===== config.mk =====
export PLATFORM = sky130hd
export DESIGN_NAME = vc_mem_net_adapter
export DESIGN_NICKNAME = d
export VERILOG_FILES = /design/src/rtl/vc_mem_net_adapter.sv
export SDC_FILE = /design/constraint.sdc
export NUM_CORES = 1
export LEC_CHECK = 0
export CORE_AREA = 2 2 69 71
export DETAILED_ROUTE_END_ITERATION = 8
export DIE_AREA = 0 0 71 73
export DONT_BUFFER_PORTS = 1
export PLACE_DENSITY_LB_ADDON = 0.05
export SLEW_MARGIN = 40
export SYNTH_ARGS = -nofsm -noshare
export SYNTH_HDL_FRONTEND = slang
export SYNTH_SLANG_ARGS = --single-unit

===== constraint.sdc =====
create_clock -name clk -period 2 [get_ports clk]
set_input_delay 0.2 -clock clk [delete_from_list [all_inputs] [get_ports clk]]
set_output_delay 0.2 -clock clk [all_outputs]
set_load 0.1 [all_outputs]

===== src/rtl/vc_mem_net_adapter.sv =====
// Bridges a client memory request/response port onto a request network and a response network.
// Net message = {dest, src, payload}; mem req = {type, addr, len, data}; mem resp = {type, len, data}.

`ifndef VC_MEM_REQ_MSG_SZ
`define VC_MEM_REQ_MSG_SZ(a_, d_) (1 + (a_) + $clog2((d_) / 8) + (d_))
`endif

`ifndef VC_MEM_RESP_MSG_SZ
`define VC_MEM_RESP_MSG_SZ(a_, d_) (1 + $clog2((d_) / 8) + (d_))
`endif

`ifndef VC_NET_MSG_SZ
`define VC_NET_MSG_SZ(p_, s_) ((p_) + 2 * (s_))
`endif

module vc_mem_net_adapter #(
    parameter int p_num_nodes    = 4,
    parameter int p_addr_sz      = 8,
    parameter int p_data_sz      = 32,
    parameter int p_node_id      = 0,
    parameter int p_dest_lsb     = 0,
    parameter int p_max_inflight = 4,

    localparam int c_srcdest_sz      = $clog2(p_num_nodes),
    localparam int c_cnt_sz          = $clog2(p_max_inflight + 1),
    localparam int c_memreq_msg_sz   = `VC_MEM_REQ_MSG_SZ(p_addr_sz, p_data_sz),
    localparam int c_memresp_msg_sz  = `VC_MEM_RESP_MSG_SZ(p_addr_sz, p_data_sz),
    localparam int c_reqnet_msg_sz   = `VC_NET_MSG_SZ(c_memreq_msg_sz, c_srcdest_sz),
    localparam int c_respnet_msg_sz  = `VC_NET_MSG_SZ(c_memresp_msg_sz, c_srcdest_sz)
) (
    input  logic                        clk,
    input  logic                        reset,

    input  logic [c_memreq_msg_sz-1:0]  memreq_msg,
    input  logic                        memreq_val,
    output logic                        memreq_rdy,

    output logic [c_reqnet_msg_sz-1:0]  netin_msg,
    output logic                        netin_val,
    input  logic                        netin_rdy,

    input  logic [c_respnet_msg_sz-1:0] netout_msg,
    input  logic                        netout_val,
    output logic                        netout_rdy,

    output logic [c_memresp_msg_sz-1:0] memresp_msg,
    output logic                        memresp_val,
    input  logic                        memresp_rdy,

    output logic [c_cnt_sz-1:0]         inflight_cnt,
    output logic                        err
);

    localparam int c_len_sz       = $clog2(p_data_sz / 8);
    localparam int c_req_addr_lsb = c_len_sz + p_data_sz;

    localparam logic [c_srcdest_sz-1:0] c_node_id  = c_srcdest_sz'(p_node_id);
    localparam logic [c_cnt_sz-1:0]     c_max_cnt  = c_cnt_sz'(p_max_inflight);
    localparam logic [c_cnt_sz-1:0]     c_cnt_one  = c_cnt_sz'(1);

    // ---------------------------------------------------------------
    // Message field helpers
    // ---------------------------------------------------------------

    function automatic logic [p_addr_sz-1:0] mem_req_addr(
        input logic [c_memreq_msg_sz-1:0] msg
    );
        return msg[c_req_addr_lsb +: p_addr_sz];
    endfunction

    function automatic logic [c_reqnet_msg_sz-1:0] net_req_to_bits(
        input logic [c_srcdest_sz-1:0]    dest,
        input logic [c_srcdest_sz-1:0]    src,
        input logic [c_memreq_msg_sz-1:0] payload
    );
        return {dest, src, payload};
    endfunction

    // ---------------------------------------------------------------
    // State
    // ---------------------------------------------------------------

    logic [c_cnt_sz-1:0]     cnt_q,  cnt_d;
    logic [c_srcdest_sz-1:0] dest_q, dest_d;
    logic                    err_q,  err_d;

    // ---------------------------------------------------------------
    // Request path
    // ---------------------------------------------------------------

    logic [p_addr_sz-1:0]    req_addr;
    logic [c_srcdest_sz-1:0] req_dest;
    logic                    can_issue;
    logic                    req_fire;

    logic [c_srcdest_sz-1:0] resp_dest;
    logic [c_srcdest_sz-1:0] resp_src;
    logic                    resp_fire;
    logic                    resp_err;

    assign req_addr = mem_req_addr(memreq_msg);
    assign req_dest = req_addr[p_dest_lsb +: c_srcdest_sz];

    // Every outstanding request targets one node, so responses cannot reorder. A full
    // tracker still accepts when a response retires in the same cycle; the destination
    // switch waits on the registered count alone.
    assign can_issue = ((cnt_q == '0) || (req_dest == dest_q))
                    && ((cnt_q < c_max_cnt) || resp_fire);

    assign netin_msg  = net_req_to_bits(req_dest, c_node_id, memreq_msg);
    assign netin_val  = memreq_val && can_issue;
    assign memreq_rdy = netin_rdy && can_issue;
    assign req_fire   = netin_val && netin_rdy;

    // ---------------------------------------------------------------
    // Response path (zero latency pass-through)
    // ---------------------------------------------------------------

    assign resp_dest   = netout_msg[c_respnet_msg_sz-1 -: c_srcdest_sz];
    assign resp_src    = netout_msg[c_memresp_msg_sz +: c_srcdest_sz];
    assign memresp_msg = netout_msg[c_memresp_msg_sz-1:0];
    assign memresp_val = netout_val;
    assign netout_rdy  = memresp_rdy;
    assign resp_fire   = netout_val && netout_rdy;

    assign resp_err = (cnt_q == '0) || (resp_dest != c_node_id) || (resp_src != dest_q);

    // ---------------------------------------------------------------
    // Next state
    // ---------------------------------------------------------------

    // NOTE: every variable gets its hold value first so no path leaves it unassigned (no latch).
    always_comb begin
        cnt_d  = cnt_q;
        dest_d = dest_q;
        err_d  = err_q;

        if (req_fire && !resp_fire) begin
            cnt_d = cnt_q + c_cnt_one;
        end else if (resp_fire && !req_fire && (cnt_q != '0)) begin
            cnt_d = cnt_q - c_cnt_one;
        end

        if (req_fire) begin
            dest_d = req_dest;
        end

        if (resp_fire && resp_err) begin
            err_d = 1'b1;
        end
    end

    // NOTE: state uses non-blocking assignments so every register samples pre-edge values.
    always_ff @(posedge clk) begin
        if (!reset) begin
            cnt_q  <= '0;
            dest_q <= '0;
            err_q  <= 1'b0;
        end else begin
            cnt_q  <= cnt_d;
            dest_q <= dest_d;
            err_q  <= err_d;
        end
    end

    assign inflight_cnt = cnt_q;
    assign err          = err_q;

endmodule

-- After elaboration in Yosys (flattened, before gate mapping)
Cells that the tools add are included.
- add/sub/neg operators: 2
- magnitude comparators: 1
- eq/ne operators: 2
- muxes and demuxes: 2
- reduce and logical (&&, ||, !) cells: 19
- operators by type and width (kind ; count):
    1-bit logical AND ; 9
    3-bit two-way mux ; 2
    1-bit logical OR ; 4
    2-bit nonzero test ; 2
    3-bit by 1-bit adder with 3-bit output, second input constant ; 1
    3-bit zero test ; 1
    3-bit less-than comparator, second input constant ; 1
    3-bit nonzero test ; 1
    3-bit by 1-bit subtractor with 3-bit output, second input constant ; 1
    2-bit == test ; 1
    1-bit zero test ; 2
    2-bit inequality test ; 1
- output and inout bits: 90
- bits of input ports: 88
- register bits: 6

-- Depth between registers and ports, before layout
- word-level depth: 10
- depth in mapped cells: 8
- depth with buffers taken out: 8

-- Worst setup path before layout
Ideal clock, no wire load.
- path type: register to output
- start point: register cnt_q[0] (netlist: inflight_cnt[0])
- end point: output memreq_rdy
- required time: 1800 ps
- buffers on the path: 0
- slack: -738 ps
- arrival time: 2538 ps
- cell stages (with the launch flop): 5
- path through: dfxtp_1 -> nor2_1 -> a21oi_1 -> a21o_1 -> nor2b_1
- word-level cells in the longest chain between the ends: 4
- ends and longest elaborated chain (item ; line ; text):
    from (decl) ; 83 ; logic [c_cnt_sz-1:0] cnt_q, cnt_d;
    from (signal assigned) ; 160 ; cnt_q <= cnt_d;
    3-bit less-than comparator / 3-bit zero test (equally long branches) ; 108, 107 ;
    1-bit logical OR (on tied branches) ; 108, 107 ;
    1-bit logical AND (*) ; 108 ; && ((cnt_q < c_max_cnt) || resp_fire);
    1-bit logical AND (*) ; 112 ; assign memreq_rdy = netin_rdy && can_issue;
    to (decl) ; 36 ; output logic memreq_rdy,
Mark *: on every way between the ends. The rest lies on a longest branch, timed or not.

-- Worst setup path after layout
- start point: register dest_q[0]
- end point: register cnt_q[2] (netlist: inflight_cnt[2])
- word-level cells in the longest chain between the ends: 9
- ends and longest elaborated chain (item ; line ; text):
    from (decl) ; 84 ; logic [c_srcdest_sz-1:0] dest_q, dest_d;
    from (signal assigned) ; 161 ; dest_q <= dest_d;
    2-bit == test (*) ; 107 ; assign can_issue = ((cnt_q == '0) || (req_dest == dest_q))
    1-bit logical OR (*) ; 107 ;
    1-bit logical AND (*) ; 108 ;
    1-bit logical AND (*) ; 111 ; assign netin_val = memreq_val && can_issue;
    1-bit logical AND (*) ; 113 ; assign req_fire = netin_val && netin_rdy;
    1-bit zero test ; 140 ; end else if (resp_fire && !req_fire && (cnt_q != '0)) begin
    1-bit logical AND (2 in a row) ; 140 ;
    2-bit nonzero test (no source line) ; - ;
Marks and branches as above.
A chain may end at the register's enable or synchronous reset.

==> summary.md <==
| Metric | Value |
|---|---|
| Status | `complete, no violations` |
| Setup-failing EPs final | `0` |
| WL/cell | `19.7 µm` |
| Final hold violation count | `0` |
| VDD IR max | `0.000259 V` |
| Core Util, Final | `14.2%` |
| Final instance area | `642 µm²` |
| Gpl congestion | `0.623` |
| Non-Filler Instances | `116` |
| Leak Pwr | `0.000258 µW` |
| Cts bufs inserted | `3` |
| Post-Route Skew | `0.00112 ns` |
| Die width | `71 µm` |
| # rows | `25` |
| Initial antenna violation count | `0` |
| Fmax | `0.548 GHz` |
| Starting Density | `23.8%` |
| Post-DRT Antenna Nets | `0` |
| RSZ-0062 raised after global routing | `false` |
| Flop2flop setup slack | `0.18 ns` |
| Clock period minus worst slack | `1.82 ns` |
| HPWL after DPL | `2000 µm` |
| Gate Count Post-Synth | `136` |
| Total GRT Usage | `8.62%` |
| Vias in the first global route | `549` |
| Setup crit start | `dest_q[0]` |
| Worst-Skew Late Latency | `0.22 ns` |
| Final Slew Violations | `0` |
| Arr. time, crit path | `1.98 ns` |
| Htree depth | `1` |
| Startpoint Class | `register` |
| Initial drt markers | `14` |
| Global-route wire length before repair | `3330 µm` |
| Buffers on Ports | `0` |
| Die Ht | `73 µm` |
| Clock slew at reported path FFs | `0.04 ns` |
| Placeable core area | `4540 µm²` |
| Reg2reg start | `dest_q[0]` |
| Maxcap violations | `0` |
| Die ar. | `5180 µm²` |
| #FFs+latches synth | `6` |
| Post-Syn Area | `1080 µm²` |
| Post-CTS Resized | `0` |
| Clock tree sinks | `6` |
| Root buffer cell | `clkbuf_8` |
| CP endpoint kind | `register` |
| Seq/Total Area, Yosys | `11.1%` |
| CP max FO | `4` |
| Library cells used by synthesis | `26` |
| Hold crit path type | `primary input to register` |
| Total placed instance area | `601 µm²` |
| WL final | `2290 µm` |
| CTS tree | `yes` |
| YS warnings | `0` |
| Worst Path Required | `2.15 ns` |
| Setup CP Type | `register to register` |
| HP Start | `reset` |
| Largest net degree at the start of global routing | `12` |
| Pwr Density | `1490 nW/µm²` |
| Layout cells sized above 1 | `32.3%` |
| Total grt overflow | `0` |
| Vias | `492` |
| Cts hold-fix bufs | `0` |
| Vias per inst | `4.24` |
| Period utilization | `91.2%` |
| Synthesized area per cell | `7.93 µm²` |
| Drt pass-1 iters | `2` |
| Commonest non-fill, non-tap cell in the layout | `nand2_1` |
| Nets@finish | `153` |
| Placed cell count | `113` |
| Antenna cells | `0` |
| Clock Tree Buf Depth | `2` |
| DRC | `0` |
| Area delta synth->final | `-40.5%` |
| Final setup TNS | `0 ns` |
| Most frequent cells in the layout | `10 x nand2_1, 5 x mux2i_1, 5 x buf_4` |
| Io pins | `178` |
| Post-CTS Setup Inserts | `0` |
[routing by layer]
layer | share of wire [%] | GRT usage (%)
met5 | 0 | 0
met4 | 3.7 | 6.08
met3 | 16 | 5.11
met2 | 51 | 14.6
met1 | 30 | 7.63
[through the flow]
stage | hold WS, ns | setup slack, ns | power (µW)
finish | 0.0941 | 0.175 | 959
global route | 0.102 | 0.0650 | 1020
CTS | 0.0898 | 0.164 | 981
detailed placement | 0.323 | 0.180 | 783
global placement | 0.323 | 0.186 | 791
floorplan | 0.342 | 0.0247 | 1390
[path summary, 6_finish.rpt]
path,endpoint,cells after the start
max,inflight_cnt[2],8
min,err,1
max reg2reg,inflight_cnt[2],8
min reg2reg,dest_q[1],2
[layout make-up]
type                    count  area, µm²
well taps                  54       67.6
multi-input cells          45        328
inverters                   1       3.75
flip-flops and latches      6        124
clock buffers               3       41.3
repair buffers              7       77.6
fillers                   508       3890
[cell families (layout without fill, tap and decap cells)]
group	Yosys count	after routing	synth area share (%)
DFF	6	6	11.1
muxes	5	5	4.64
adders and majority gates	1	1	1.86
buffers and inverters	86	11	59.3
other	1	2	0.348
xor gates and xnor gates	4	4	4.64
and+or+nand+nor	23	23	10.2
AOI/OAI and AO/OA	10	10	7.89
[cell usage after synthesis, drive strengths merged]
cell type / instances / share of area [%]
nor2b: 2 / 1.2
fa: 1 / 1.9
xnor2: 3 / 3.8
nand3: 2 / 0.93
and2: 2 / 1.2
xor2: 1 / 0.81
conb: 1 / 0.35
dfxtp: 6 / 11
inv: 1 / 0.35
o21a: 1 / 0.70
nand2b: 2 / 1.2
a211oi: 1 / 1.2
mux2i: 5 / 4.6
o311ai: 1 / 0.81
a31oi: 2 / 1.7
nor4: 2 / 1.2
nor3: 1 / 0.46
nor2: 2 / 0.70
nand2: 10 / 3.5
a21o: 2 / 1.4
a22oi: 1 / 1.2
a21oi: 2 / 0.93
buf: 85 / 59
[report_power, final]
| group | switching, µW | internal (µW) | total (µW) |
|---|---|---|---|
| Combinational | 405 | 182 | 587 |
| Clock | 59.4 | 130 | 189 |
| Sequential | 33.1 | 149 | 182 |
[registers in the layout (all words and copies together), names as in the netlist]
register / count
dest_q: 2
inflight_cnt: 3
err: 1
[critical path, stage by stage, from the launching register on]
cell and delay [ns]:
dfxtp_1 0.34, xnor2_2 0.26, a21o_1 0.18, nand3_1 0.08, fa_1 0.37, inv_1 0.09
nor4_1 0.06, a22oi_2 0.19, mux2i_1 0.18
Power figures use the tool's default switching activity.
